--- src/rtl/periph_tx_handshake.sv ---
// Peripheral-to-CPU transmitter: small FIFO drained over a 4-phase send/ack handshake.
// ack is synchronized into clk1; the whole block runs on clk1.
module periph_tx_handshake #(
  parameter int unsigned DATA_W  = 3,
  parameter int unsigned DEPTH   = 4,
  parameter int unsigned TIMEOUT = 64
) (
  input  logic              clk1,
  input  logic              rst1,
  input  logic              wr_en,
  input  logic [DATA_W-1:0] wr_data,
  output logic              full,
  output logic              empty,
  output logic              send,
  output logic [DATA_W-1:0] dataOutput,
  input  logic              ack,
  output logic              busy,
  output logic [7:0]        words_sent,
  output logic              overflow,
  output logic              timeout_err
);

  localparam int unsigned AW = (DEPTH > 1) ? $clog2(DEPTH) : 1;
  localparam int unsigned CW = AW + 1;
  localparam int unsigned TW = (TIMEOUT > 1) ? $clog2(TIMEOUT) : 1;

  localparam logic [1:0] StIdle    = 2'd0;
  localparam logic [1:0] StSend    = 2'd1;
  localparam logic [1:0] StRelease = 2'd2;

  logic [DATA_W-1:0] mem_q [DEPTH];
  logic [AW-1:0]     wr_ptr_q, wr_ptr_d, rd_ptr_q, rd_ptr_d;
  logic [CW-1:0]     count_q, count_d;
  logic              full_q, full_d, empty_q, empty_d;
  logic              overflow_q, overflow_d;
  logic              ack_meta_q, ack_s_q;
  logic [1:0]        state_q, state_d;
  logic              send_q, send_d;
  logic [DATA_W-1:0] data_q, data_d;
  logic [7:0]        words_q, words_d;
  logic              to_err_q, to_err_d;
  logic [TW-1:0]     tmr_q, tmr_d;
  logic              push, pop;

  // FSM: a pop happens only on the IDLE->SEND transition.
  always_comb begin
    state_d  = state_q;
    send_d   = send_q;
    data_d   = data_q;
    words_d  = words_q;
    to_err_d = to_err_q;
    tmr_d    = tmr_q;
    pop      = 1'b0;
    case (state_q)
      StIdle: begin
        // A still-high ack_s belongs to the previous transfer; never start on it.
        if (count_q != '0 && !ack_s_q) begin
          pop     = 1'b1;
          data_d  = mem_q[rd_ptr_q];
          send_d  = 1'b1;
          tmr_d   = '0;
          state_d = StSend;
        end
      end
      StSend: begin
        if (ack_s_q) begin
          send_d  = 1'b0;
          words_d = words_q + 8'd1;
          state_d = StRelease;
        end else if (TIMEOUT != 0 && tmr_q == TW'(TIMEOUT - 1)) begin
          send_d   = 1'b0;
          to_err_d = 1'b1;
          state_d  = StRelease;
        end else begin
          tmr_d = tmr_q + TW'(1);
        end
      end
      StRelease: begin
        if (!ack_s_q) state_d = StIdle;
      end
      default: state_d = StIdle;
    endcase
  end

  // FIFO bookkeeping; a write into a full FIFO is accepted only alongside a pop.
  always_comb begin
    push       = wr_en && ((count_q != CW'(DEPTH)) || pop);
    overflow_d = overflow_q | (wr_en & ~push);
    wr_ptr_d   = push ? wr_ptr_q + AW'(1) : wr_ptr_q;
    rd_ptr_d   = pop ? rd_ptr_q + AW'(1) : rd_ptr_q;
    count_d    = count_q + CW'(push) - CW'(pop);
    full_d     = (count_d == CW'(DEPTH));
    empty_d    = (count_d == '0);
  end

  always_ff @(posedge clk1) begin
    if (push) mem_q[wr_ptr_q] <= wr_data;
  end

  always_ff @(posedge clk1 or posedge rst1) begin
    if (rst1) begin
      wr_ptr_q   <= '0;
      rd_ptr_q   <= '0;
      count_q    <= '0;
      full_q     <= 1'b0;
      empty_q    <= 1'b1;
      overflow_q <= 1'b0;
      ack_meta_q <= 1'b0;
      ack_s_q    <= 1'b0;
      state_q    <= StIdle;
      send_q     <= 1'b0;
      data_q     <= '0;
      words_q    <= '0;
      to_err_q   <= 1'b0;
      tmr_q      <= '0;
    end else begin
      wr_ptr_q   <= wr_ptr_d;
      rd_ptr_q   <= rd_ptr_d;
      count_q    <= count_d;
      full_q     <= full_d;
      empty_q    <= empty_d;
      overflow_q <= overflow_d;
      ack_meta_q <= ack;
      ack_s_q    <= ack_meta_q;
      state_q    <= state_d;
      send_q     <= send_d;
      data_q     <= data_d;
      words_q    <= words_d;
      to_err_q   <= to_err_d;
      tmr_q      <= tmr_d;
    end
  end

  assign full        = full_q;
  assign empty       = empty_q;
  assign send        = send_q;
  assign dataOutput  = data_q;
  assign busy        = (state_q != StIdle);
  assign words_sent  = words_q;
  assign overflow    = overflow_q;
  assign timeout_err = to_err_q;

endmodule
--- config.mk ---
export PLATFORM = sky130hd
export DESIGN_NAME = periph_tx_handshake
export DESIGN_NICKNAME = d
export VERILOG_FILES = /design/src/rtl/periph_tx_handshake.sv
export SDC_FILE = /design/constraint.sdc
export NUM_CORES = 1
export LEC_CHECK = 0
export ABC_AREA = 1
export BUFFER_PORTS_ARGS = -buffer_cell sky130_fd_sc_hd__buf_2
export CAP_MARGIN = 20
export CORE_MARGIN = 1.5
export CORE_UTILIZATION = 35
export CTS_CLUSTER_SIZE = 24
export DETAILED_ROUTE_END_ITERATION = 16
export PLACE_DENSITY_LB_ADDON = 0.15
export SLEW_MARGIN = 20
export SYNTH_ARGS = -nofsm -noshare
export SYNTH_HDL_FRONTEND = slang
export SYNTH_SLANG_ARGS = --single-unit
--- constraint.sdc ---
create_clock -name clk1 -period 2.6 [get_ports clk1]
set_input_delay 0.39 -clock clk1 [delete_from_list [all_inputs] [get_ports clk1]]
set_output_delay 0.39 -clock clk1 [all_outputs]
set_load 0.02 [all_outputs]
Word level (Yosys, flattened, before mapping) --
Memory sizes are Yosys's and may differ from the RTL's. A register that Yosys moved wholly into a read port is not among the register bits. Index checks and enable logic that the tools add are counted.
Storage, ports and cells: memory bits (writable) 12, input bits 7, output and inout bits 17, word-level logic and storage cells 66, memories 1, register bits 30
Memories:
- mem_q | words 4, bits a word 3, read ports 1, clocked after memory_dff 1, write ports 1, RTL line 31 | logic [DATA_W-1:0] mem_q [DEPTH];
Cells by class: $add $sub $neg 6, mux-type cells 17, equality and inequality tests 10, reduce and logical (&&, ||, !) cells 15, bitwise logic cells 4
Operators with widths (number):
- 6-bit two-way mux | 3
- 6-bit case mux with 2 select lines | 1
- 3-bit AND reduction | 3
- 8-bit by 1-bit adder with 8-bit output, second input constant | 1
- 2-bit two-way mux | 4
- 2-bit != test, second input constant | 4
- 1-bit two-way mux | 7
- 6-bit by 1-bit adder with 6-bit output, second input constant | 1
- 6-bit == test, second input constant | 1
- 3-bit != test, second input constant | 2
- 2-bit case mux with 3 select lines | 1
- 2-bit by 1-bit adder with 2-bit output, second input constant | 2
- 2-bit AND reduction | 2
- 4-bit AND reduction | 1
- 2-bit nonzero test | 2
- 3-bit by 1-bit adder with 3-bit output | 1
- 3-bit == test, second input constant | 1
- 3-bit zero test | 1
- 3-bit nonzero test | 1
- 3-bit by 1-bit subtractor with 3-bit output | 1
- 2-bit by 1-bit == test with 1-bit output, second input constant | 1
- 2-bit == test, second input constant | 1
- 1-bit logical AND | 2
- 2-bit zero test | 1
- other kinds (6) | 7

Longest topological paths before layout --
Gate-level depths: netlist (run 1).
depth in word-level cells 9, gate-level depth with buffers 14, mapped depth without buffers 14

Worst setup path before layout (run 1) --
No wires, ideal clock.
path kind register -> register, from register state_q[0], to register full_q, in the netlist full, setup slack 0.313 ns, stages on the path, launching flop included 13, arrival 2.168 ns, path buffers 0, setup time 0.119 ns, period minus slack after synthesis 2.287 ns, data required time 2.481 ns, cell sequence dfrtp_1 -> nor2_2 -> nand3_4 -> nand2_2 -> nand2_4 -> ha_1 -> inv_1 -> ha_1 -> inv_1 -> fa_1 -> xnor2_1 -> xnor2_1 -> and2_1
On the way: longest elaborated chain between the ends 7
Ends and longest elaborated chain:
- from (decl) | RTL line 37 | logic [1:0] state_q, state_d;
- from (signal assigned) | RTL line 110 | state_q <= StIdle;
- from (signal assigned) | RTL line 125 | state_q <= state_d;
- 2-bit zero test (*) | RTL line 54 | case (state_q)
- 1-bit two-way mux (*) | RTL line 54
- 1-bit logical OR | RTL line 87 | push = wr_en && ((count_q != CW'(DEPTH)) || pop);
- 1-bit logical AND | RTL line 87
- 3-bit by 1-bit adder with 3-bit output | RTL line 91 | count_d = count_q + CW'(push) - CW'(pop);
- 3-bit by 1-bit subtractor with 3-bit output (*) | RTL line 91
- via count_d[2] | RTL line 33 | logic [CW-1:0] count_q, count_d;
- 3-bit == test (*) | RTL line 92 | full_d = (count_d == CW'(DEPTH));
- via full_d | RTL line 34 | logic full_q, full_d, empty_q, empty_d;
- to (signal assigned) | RTL line 120 | full_q <= full_d;
- to (decl) | RTL line 34
Mark *: on every way through the listed nets, which the timed path passes. The rest lies on a longest branch. A chain may end at the register's enable or synchronous reset.

Worst setup path after layout (run 1) --
from register count_q[1], to register full_q, in the netlist full
On the way: longest elaborated chain between the ends 9, elaborated cells on any way between the ends 10, those cells by class 2 x add/sub; 2 x eq/ne; 2 x mux; 4 x reduce/logical
Ends and longest elaborated chain:
- from (decl) | RTL line 33
- from (signal assigned) | RTL line 119 | count_q <= count_d;
- 3-bit nonzero test | RTL line 57 | if (count_q != '0 && !ack_s_q) begin
- 1-bit logical AND | RTL line 57
- 1-bit two-way mux | RTL line 57
- 1-bit two-way mux | RTL line 54
- 1-bit logical OR | RTL line 87
- 1-bit logical AND | RTL line 87
- 3-bit by 1-bit adder with 3-bit output | RTL line 91
- 3-bit by 1-bit subtractor with 3-bit output (*) | RTL line 91
- via count_d[2] | RTL line 33
- 3-bit == test (*) | RTL line 92
- via full_d | RTL line 34
Marks and branches as above.

==> metrics.txt, run 1 <==
status complete, no violations; area delta synth->final 15.6%; Peak Freq 420 MHz; initial antenna violation count 0; total CTS buffers 5; Slew headroom 72.3%; Reg2Reg Depth 13; Starting Density 36.2%; Synth Instances 229; row count 28; Placement Cell Area 2340 µm²; Congestion Overflow GR 0; Seq pwr share 42.9%; Crit. Startpoint count_q[1]$_DFF_PP0_; Synth Cell Area 2130 µm²; crit path kind register to register; flop-to-flop setup slack 0.22 ns; H-tree Lvls 2; CP max FO 7; Hold WS 0.153 ns; total of max-cap violations 0; clock root buffer clkbuf_8; Port Buf Inserts 23; Final TNS setup 0 ns; Hold Vio Cnt, Final 0; crit path DAT 2.62 ns; Slew Viols, Final 0; Hold-fix buffers, CTS 0; post-synthesis sequential area ratio 55.7%; post-layout minimum cycle time 2.38 ns; clock-pin slew on the worst setup and hold paths 0.09 ns; HP Class input pin to async pin; Startpoint Class register; # setup viols final 0; Critical Path RT 2.84 ns; Peak VDD IR 475 µV; Die Ht 81.1 µm; GR Util All Layers 12.7%; yosys warns 0; RSZ-0062 raised after global routing no; Initial DRC Count 45; layout cells sized above 1 20.2%; fill cell count 607; IO Pins 24; DRT Pass-1 Iters 4; Slew @ Worst Pin 0.415 ns; RePlAce Congestion 0.758; Die W 81.1 µm; synthesis-stage register bit count 45; EDFF count, synth 12; DP Worst Slack 0.120 ns; Diodes inserted 0; Layout Cell Area excl Fill 2460 µm²; Net Sw Frac 41.0%; period utilization 91.5%; ys flop type dfrtp_1; core area 5890 µm²; Detail Route Antenna Nets 0; Internal Pwr Total 0.00153 W; clock sink count 45; Final WS setup 0.221 ns; ys async rst share 73.3%; vias in the first global route 1320; DRT Wirelength 3.74 mm; Sw Pwr 0.00106 W; R2R Path End full$_DFF_PP0_; routed len/inst 11.1 µm; Detail Placement HPWL 2.72 mm; Via-to-Cell Ratio 4.42; Clock Latency Late Sink 0.30 ns; CP endpoint full$_DFF_PP0_; Fin Clk Skew 0.00729 ns; vias 1489; first-pass GRT wire length 6.31 mm; Leak Pwr 1.25 nW; unique cell type count in the Yosys netlist 28; Die ar. 6570 µm²; Comb pwr share 40.0%; synthesized net count 245; CTS tree done; Clock Power Share 17.2%; Critical Path End Type register; largest net degree at the start of global routing 34; P per Cell Area 1050 nW/µm²; synthesized area per cell 9.31 µm²; # nets final 277; drt drc 0; Max Buffers Root-to-Sink 2; worst r2r src count_q[1]$_DFF_PP0_
metrics by stage:
| stage | cells | power [W] | util [%] |
|---|---|---|---|
| after floorplan | 229 | 0.00184 | - |
| after global placement | 327 | 0.00211 | 39.8 |
| after detailed placement | 327 | 0.00212 | 39.8 |
| after CTS | 335 | 0.00258 | 41.3 |
| after global routing | 337 | 0.00283 | 41.9 |
| final | 337 | 0.00259 | 41.9 |
metal layers:
layer  part of all wire, %  track usage (%)
met3                   5.2             4.38
met4                  0.72             3.10
met2                    45             19.7
met1                    49             17.1
met5                     0                0
repair_timing:
item                                    4_1_cts  5_1_grt
endpoints found under the hold margin         0        0
resized for setup                             0        4
endpoints found under the setup margin        0        2
setup buffers                                 0        2
worst max-delay path, stage by stage, from the launching register on:
cell and delay (ns):
dfrtp_2 0.45, nor2_1 0.11, nand2_1 0.10, nand3_4 0.12, nand2_4 0.07, nand2_4 0.10, ha_1 0.23, inv_1 0.05
ha_1 0.12, inv_1 0.04, fa_1 0.37, xnor2_1 0.14, xnor2_1 0.24, and2_1 0.17
cell families after synthesis:
family                     Yosys count  share of synthesized area (%)
AOI/OAI and AO/OA                   15                           3.93
xor gates and xnor gates             8                           3.29
adders and majority gates            9                           5.63
buffers and inverters               37                           6.57
DFF                                 45                           55.7
muxes                                1                          0.470
and+or+nand+nor                    114                           24.4
state kept, by name, indices dropped and copies added (netlist names):
register	count
mem_q	12
words_sent	8
tmr_q	6
count_q	3
dataOutput	3
rd_ptr_q	2
state_q	2
wr_ptr_q	2
ack_meta_q	1
ack_s_q	1
empty	1
full	1
overflow	1
send	1
timeout_err	1
cells in the final DEF, fill, tap and decap left out, drive strengths merged, types with 2 or more instances in the layout:
cell type / instances
buf: 26
clkbuf: 5
nor2: 24
edfxtp: 12
nand2: 72
xnor2: 5
nand4: 3
o21ai: 12
nand3: 11
xor2: 3
dfrtp: 32
ha: 8
nor3: 2
inv: 37
power groups by stage:
stage | Clock, W | Sequential, W | Combinational [W]
3_3_place_gp | 0 | 0.00113 | 0.000988
2_1_floorplan | 0 | 0.00117 | 0.000669
3_5_place_dp | 0 | 0.00112 | 0.000993
4_1_cts | 0.000472 | 0.00111 | 0.000999
6_report | 0.000445 | 0.00111 | 0.00104
5_1_grt | 0.000499 | 0.00114 | 0.00119
area by class of cell:
class	count	area (µm²)	share of cell area, %
multi-input combinational	147	820	33.2
timing repair buffer	26	138	5.58
inverter	36	135	5.48
clock buffer	5	68.8	2.79
sequential	45	1190	48.2
clock inverter	3	21.3	0.863
tap	75	93.8	3.81
cells in the mapped netlist (2+ instances only):
cell type,count,area [µm²]
xor2_1,3,26.3
nand4_1,3,18.8
nor3_1,2,10.0
nor2_1,21,78.8
nor2_2,2,12.5
nand3_1,10,50.1
o21ai_0,10,50.1
ha_1,8,100
dfrtp_1,32,801
inv_1,32,120
nand2_1,65,244
edfxtp_1,12,360
xnor2_1,5,43.8
nand2_2,3,18.8
inv_2,4,15.0
nand2_4,4,45.0
o21ai_1,2,10.0
worst min-delay path by stage:
stage / start / endpoint / slack (ns) / cells past startpoint
2_1_floorplan: ack_meta_q$_DFF_PP0_ / ack_s_q$_DFF_PP0_ / 0.33 / 0
3_3_place_gp: ack_meta_q$_DFF_PP0_ / ack_s_q$_DFF_PP0_ / 0.37 / 0
3_5_place_dp: ack_meta_q$_DFF_PP0_ / ack_s_q$_DFF_PP0_ / 0.35 / 0
4_1_cts: rst1 / words_sent[7]$_DFFE_PP0P_ / 0.18 / 3
5_1_grt: ack / ack_meta_q$_DFF_PP0_ / 0.17 / 1
6_report: rst1 / words_sent[5]$_DFFE_PP0P_ / 0.15 / 3
No activity file was read; power rests on OpenSTA's default activity.
==> run 2, diff against run 1 <==
--- a/config.mk
+++ b/config.mk
@@ -12,7 +12,6 @@
 export CORE_UTILIZATION = 35
 export CTS_CLUSTER_SIZE = 24
 export DETAILED_ROUTE_END_ITERATION = 16
-export PLACE_DENSITY_LB_ADDON = 0.15
 export SLEW_MARGIN = 20
 export SYNTH_ARGS = -nofsm -noshare
 export SYNTH_HDL_FRONTEND = slang
==> run 2 against run 1 <==
Effect of this change: first-iteration DRC count is 27% higher; global-route usage is 0.25 points higher; core utilization is 0.26 points higher; non-clock buffer count is 3 higher; final cell count increased by 0.89%.
==> metrics.txt, run 2 (synthesis gave the netlist of run 1 again) <==
status complete, no violations; total of max-cap violations 0 (unchanged); Port Buf Inserts 23 (unchanged); Diodes inserted 0 (unchanged); first-pass GRT wire length 6.48 mm (+2.6%); Slew @ Worst Pin 0.483 ns (+0.0681 ns); Slew headroom 67.8% (-4.6 points); Hold Vio Cnt, Final 0 (unchanged); routed len/inst 10.9 µm (-1.4%); Initial DRC Count 57 (+27%); slowest stage cell, crit path dfrtp_1; clock root buffer clkbuf_8; IO Pins 24 (unchanged); crit path DAT 2.64 ns (+0.02 ns); row count 28 (unchanged); clock sink count 45 (unchanged); vias 1504 (+1.0%); DRT Wirelength 3.72 mm (-0.51%); HP Class input pin to async pin; commonest non-fill, non-tap cell in the layout nand2_1; top sig layer met4; area occupied by registers 1190 µm² (-0.11%); Leak Pwr 1.26 nW (+0.43%); fill cell count 605 (-0.33%); CP peak stage delay 0.42 ns (-0.03 ns); number of flip-flops in the largest register 12 (unchanged); core area 5890 µm² (unchanged); GR Util All Layers 13.0% (+0.25 points); Multi-input gate area 820 µm² (unchanged); area delta synth->final 16.3%; wire length on met3 135 µm (-30%); Max Buffers Root-to-Sink 2 (unchanged); Starting Density 36.2% (unchanged); Util after Layout 42.1% (+0.26 points); vias in the first global route 1487 (+13%); Placement Cell Area 2340 µm² (unchanged); Fin Clk Skew 0.00555 ns (-0.00174 ns); crit path kind register to register; drt drc 0 (unchanged); Die Ht 81.1 µm (unchanged); Layout Cell Area excl Fill 2480 µm² (+0.61%); Final TNS setup 0 ns (unchanged); CP cell instances buf_4 > nor3_2 > nand2_2 > nand2_4 > ha_1 > inv_1 > ha_1 > inv_1 > fa_1 > xnor2_1 > xnor2_1 > and2_1; placed cells 327 (unchanged); Critical Path End Type register; largest reg by FF count mem_q; layout cells sized above 1 20.8% (+0.53 points); total CTS buffers 5 (unchanged); Via-to-Cell Ratio 4.42 (+0.12%); CTS tree done; Startpoint Class register; Detail Placement HPWL 2.77 mm (+1.8%); H-tree Lvls 2 (unchanged); highest-count cells in the layout ignoring fill and taps nand2_1, inv_1, dfrtp_1; DRT Pass-1 Iters 4 (unchanged); Die ar. 6570 µm² (unchanged); total power 0.00258 W (-0.44%); Peak Freq 417 MHz (-0.82%); M1 wire length 1.78 mm (-3.5%); Peak VDD IR 468 µV (-1.5%); Slew Viols, Final 0 (unchanged); DR WL met2 1.72 mm (+2.9%); Clock Latency Late Sink 0.30 ns (about the same); # setup viols final 0 (unchanged); final std cells w/o fill 340 (+0.89%); period utilization 92.3% (+0.76 points); # nets final 280 (+1.1%); P per Cell Area 1040 nW/µm² (-1.0%); initial antenna violation count 0 (unchanged); largest net degree at the start of global routing 22 (-35%); clock-pin slew on the worst setup and hold paths 0.08 ns (about the same); Critical Path RT 2.84 ns (about the same); Die W 81.1 µm (unchanged); Congestion Overflow GR 0 (unchanged); RePlAce Congestion 0.726 (-4.2%); CP max FO 4 (-3); post-layout minimum cycle time 2.40 ns (+0.0197 ns); RSZ-0062 raised after global routing no; Detail Route Antenna Nets 0 (unchanged)
run 2: repair_timing:
item,4_1_cts,5_1_grt
buffers inserted,0,5
setup endpoints to repair,0,3
hold buffers,0,0
resized for setup,0,4
run 2: cell type report:
type	count	area share, %
Multi-Input combinational cell	147	33.0
Clock inverter	1	0.303
Inverter	36	5.45
Timing Repair Buffer	29	6.46
Clock buffer	7	3.08
Tap cell	75	3.78
Sequential cell	45	47.9
run 2: worst max-delay path: cells and delay by family (launching register included):
kind	cells	cell delay [ns]
and+or+nand+nor	4	0.54
DFF	1	0.42
buffers and inverters	3	0.27
xor gates and xnor gates	2	0.38
adders and majority gates	3	0.73
run 2: worst paths after layout:
path,startpoint,endpoint,slack [ns],cells past startpoint
setup / recovery,count_q[1]$_DFF_PP0_,full$_DFF_PP0_,0.20,12
hold / removal,rst1,ack_meta_q$_DFF_PP0_,0.09,2
setup reg to reg,count_q[1]$_DFF_PP0_,full$_DFF_PP0_,0.20,12
hold reg to reg,ack_meta_q$_DFF_PP0_,ack_s_q$_DFF_PP0_,0.38,0
max in group asynchronous,rst1,empty$_DFF_PP1_,1.79,3
min in group clk1,ack,ack_meta_q$_DFF_PP0_,0.20,1
run 2: per-layer routing:
metal / vias to the layer above / track usage (%)
li1: 783 / -
met1: 689 / 16.0
met2: 22 / 21.3
met3: 10 / 3.37
met4: 0 / 5.69
met5: - / 0
run 2: power breakdown:
group          switching (W)  internal, W  total [W]
combinational       0.000651     0.000395    0.00105
sequential          0.000170     0.000942    0.00111
clock               0.000233     0.000190   0.000423
run 2: through the flow:
step           setup slack [ns]  hold slack (ns)
2_1_floorplan             0.313            0.331
3_3_place_gp              0.185            0.370
3_5_place_dp              0.134            0.371
4_1_cts                  0.0863            0.109
5_1_grt                  0.0155            0.134
6_report                  0.201           0.0947
==> run 3, diff against run 2 <==
--- a/config.mk
+++ b/config.mk
@@ -12,6 +12,7 @@
 export CORE_UTILIZATION = 35
 export CTS_CLUSTER_SIZE = 24
 export DETAILED_ROUTE_END_ITERATION = 16
+export PLACE_DENSITY_LB_ADDON = 0.12
 export SLEW_MARGIN = 20
 export SYNTH_ARGS = -nofsm -noshare
 export SYNTH_HDL_FRONTEND = slang
==> run 3 against run 2 <==
Effect of this change: worst setup slack improved by 0.038 ns; register-to-register slack improved by 0.04 ns; combinational power fell by 8%; critical path depth rose by 1; die area did not move; first-iteration DRC count fell by 7.0%; sequential share of layout area rose by 0.74 points; core utilization fell by 0.64 points; count of clock-buffer cells in the layout fell by 2; total power fell by 2.9%; cell area fell by 1.5%; largest power group unchanged.
==> metrics.txt, run 3 (synthesis gave the netlist of run 1 again) <==
status complete, no violations; row count 28 (unchanged); Die ar. 6570 µm² (unchanged); core area 5890 µm² (unchanged); Die Ht 81.1 µm (unchanged); initial antenna violation count 0 (unchanged); GR Util All Layers 12.5% (-0.50 points); Final TNS setup 0 ns (unchanged); DP Worst Slack 0.222 ns (+0.0886 ns); clock-pin slew on the worst setup and hold paths 0.09 ns (about the same); largest reg by FF count mem_q; DRT Pass-1 Iters 4 (unchanged); Final WS setup 0.239 ns (+0.0382 ns); vias in the first global route 1361 (-8.5%); Peak Freq 424 MHz (+1.6%); Initial DRC Count 53 (-7.0%); HP Class input pin to async pin; Slew Viols, Final 0 (unchanged); P per Cell Area 1030 nW/µm² (-1.4%); Hold-fix buffers, CTS 0 (unchanged); layout cells sized above 1 19.2% (-1.6 points); number of flip-flops in the largest register 12 (unchanged); crit path DAT 2.60 ns (-0.04 ns); area delta synth->final 14.6%; fill cell count 608 (+0.50%); Max Buffers Root-to-Sink 2 (unchanged); clock sink count 45 (unchanged); Detail Placement HPWL 2.58 mm (-7.0%); routed len/inst 10.4 µm (-4.5%); Diodes inserted 0 (unchanged); Port Buf Inserts 23 (unchanged); flop-to-flop setup slack 0.24 ns (+0.04 ns); Post-CTS Setup Inserts 0 (unchanged); Via-to-Cell Ratio 4.38 (-1.1%); IO Pins 24 (unchanged); total of max-cap violations 0 (unchanged); Hold Vio Cnt, Final 0 (unchanged); first-pass GRT wire length 6.12 mm (-5.5%); Detail Route Antenna Nets 0 (unchanged); H-tree Lvls 2 (unchanged); Leak Pwr 1.23 nW (-1.9%); CP max FO 7 (+3); # setup viols final 0 (unchanged); Critical Path End Type register; CTS tree done; RePlAce Congestion 0.772 (+6.3%); Congestion Overflow GR 0 (unchanged); Startpoint Class register; vias 1470 (-2.3%); crit path kind register to register; post-layout minimum cycle time 2.36 ns (-0.0382 ns); Critical Path RT 2.84 ns (about the same); area occupied by registers 1190 µm² (unchanged); largest net degree at the start of global routing 34 (+55%); CP peak stage delay 0.43 ns (about the same); total CTS buffers 5 (unchanged); drt drc 0 (unchanged); Die W 81.1 µm (unchanged); CP cell instances nor2_1 > nand2_1 > nand3_4 > nand2_2 > nand2_4 > ha_1 > inv_1 > ha_1 > inv_1 > fa_1 > xnor2_1 > xnor2_1 > and2_1; RSZ-0062 raised after global routing no; Slew headroom 72.1% (+4.3 points); # nets final 276 (-1.4%); Starting Density 36.2% (unchanged); period utilization 90.8% (-1.5 points); Clock Latency Late Sink 0.30 ns (about the same); clock root buffer clkbuf_8; slowest stage cell, crit path dfrtp_1; total power 0.00251 W (-2.9%); Multi-input gate area 805 µm² (-1.8%); highest-count cells in the layout ignoring fill and taps nand2_1, inv_1, dfrtp_1; Peak VDD IR 630 µV (+35%); Fin Clk Skew 0.00764 ns (+0.00210 ns); post-CTS sizing 0 (unchanged); commonest non-fill, non-tap cell in the layout nand2_1; DRT Wirelength 3.51 mm (-5.7%); Slew @ Worst Pin 0.419 ns (-0.0639 ns)
==> run 3: cell count changes in the layout (fill, tap and decap cells not counted) <==
| cell | change |
|---|---|
| clkbuf_1 | -2 |
| nand2_2 | -1 |
| nor2_4 | -1 |
| buf_4 | -4 |
| nor3_1 | +1 |
| nand2_1 | +1 |
| clkinvlp_4 | +2 |
| nor2_1 | +1 |
| nor3_2 | -1 |
==> run 3: per-layer routing <==
| layer | share of wire, % | routed length (µm) | vias up | track usage, % |
|---|---|---|---|---|
| met5 | 0 | 0 | - | 0 |
| met4 | 2.1 | 72 | 0 | 5.86 |
| met3 | 4.4 | 155 | 7 | 3.60 |
| met2 | 45 | 1570 | 22 | 19.1 |
| met1 | 49 | 1720 | 667 | 16.2 |
| li1 | - | - | 774 | - |
==> run 3: stage by stage <==
stage,instance area [µm²],hold slack (ns),util [%],instances
CTS,2440,0.175,41.5,336
detailed placement,2350,0.335,39.9,328
finish,2440,0.157,41.5,336
global route,2440,0.185,41.5,336
global placement,2350,0.337,39.9,328
floorplan,2130,0.331,-,229
==> run 3: cell type report <==
class	instances	area share [%]
flip-flops and latches	45	48.6
multi-input cells	147	32.9
inverters	36	5.53
repair buffers	25	5.33
well taps	75	3.84
clock buffers	5	2.82
clock inverters	3	0.922
==> run 3: worst paths after layout <==
| kind | depth (start not counted) | startpoint | endpoint |
|---|---|---|---|
| max | 13 | count_q[1]$_DFF_PP0_ | full$_DFF_PP0_ |
| min | 3 | rst1 | dataOutput[0]$_DFFE_PP0N_ |
| max reg2reg | 13 | count_q[1]$_DFF_PP0_ | full$_DFF_PP0_ |
| min reg2reg | 0 | ack_meta_q$_DFF_PP0_ | ack_s_q$_DFF_PP0_ |
| max in group asynchronous | 3 | rst1 | empty$_DFF_PP1_ |
| min in group clk1 | 1 | ack | ack_meta_q$_DFF_PP0_ |
==> run 3: worst max-delay path, delay by kind of cell (launching register included) <==
kind,cells,cell delay (ns)
fa+ha+maj,3,0.78
simple gates,6,0.64
flops,1,0.43
xor+xnor,2,0.37
buf+inv,2,0.09
==> run 3: power by group <==
group,internal (W),switching (W)
combinational,0.000355,0.000616
clock,0.000189,0.000247
sequential,0.000942,0.000159
total,0.00149,0.00102
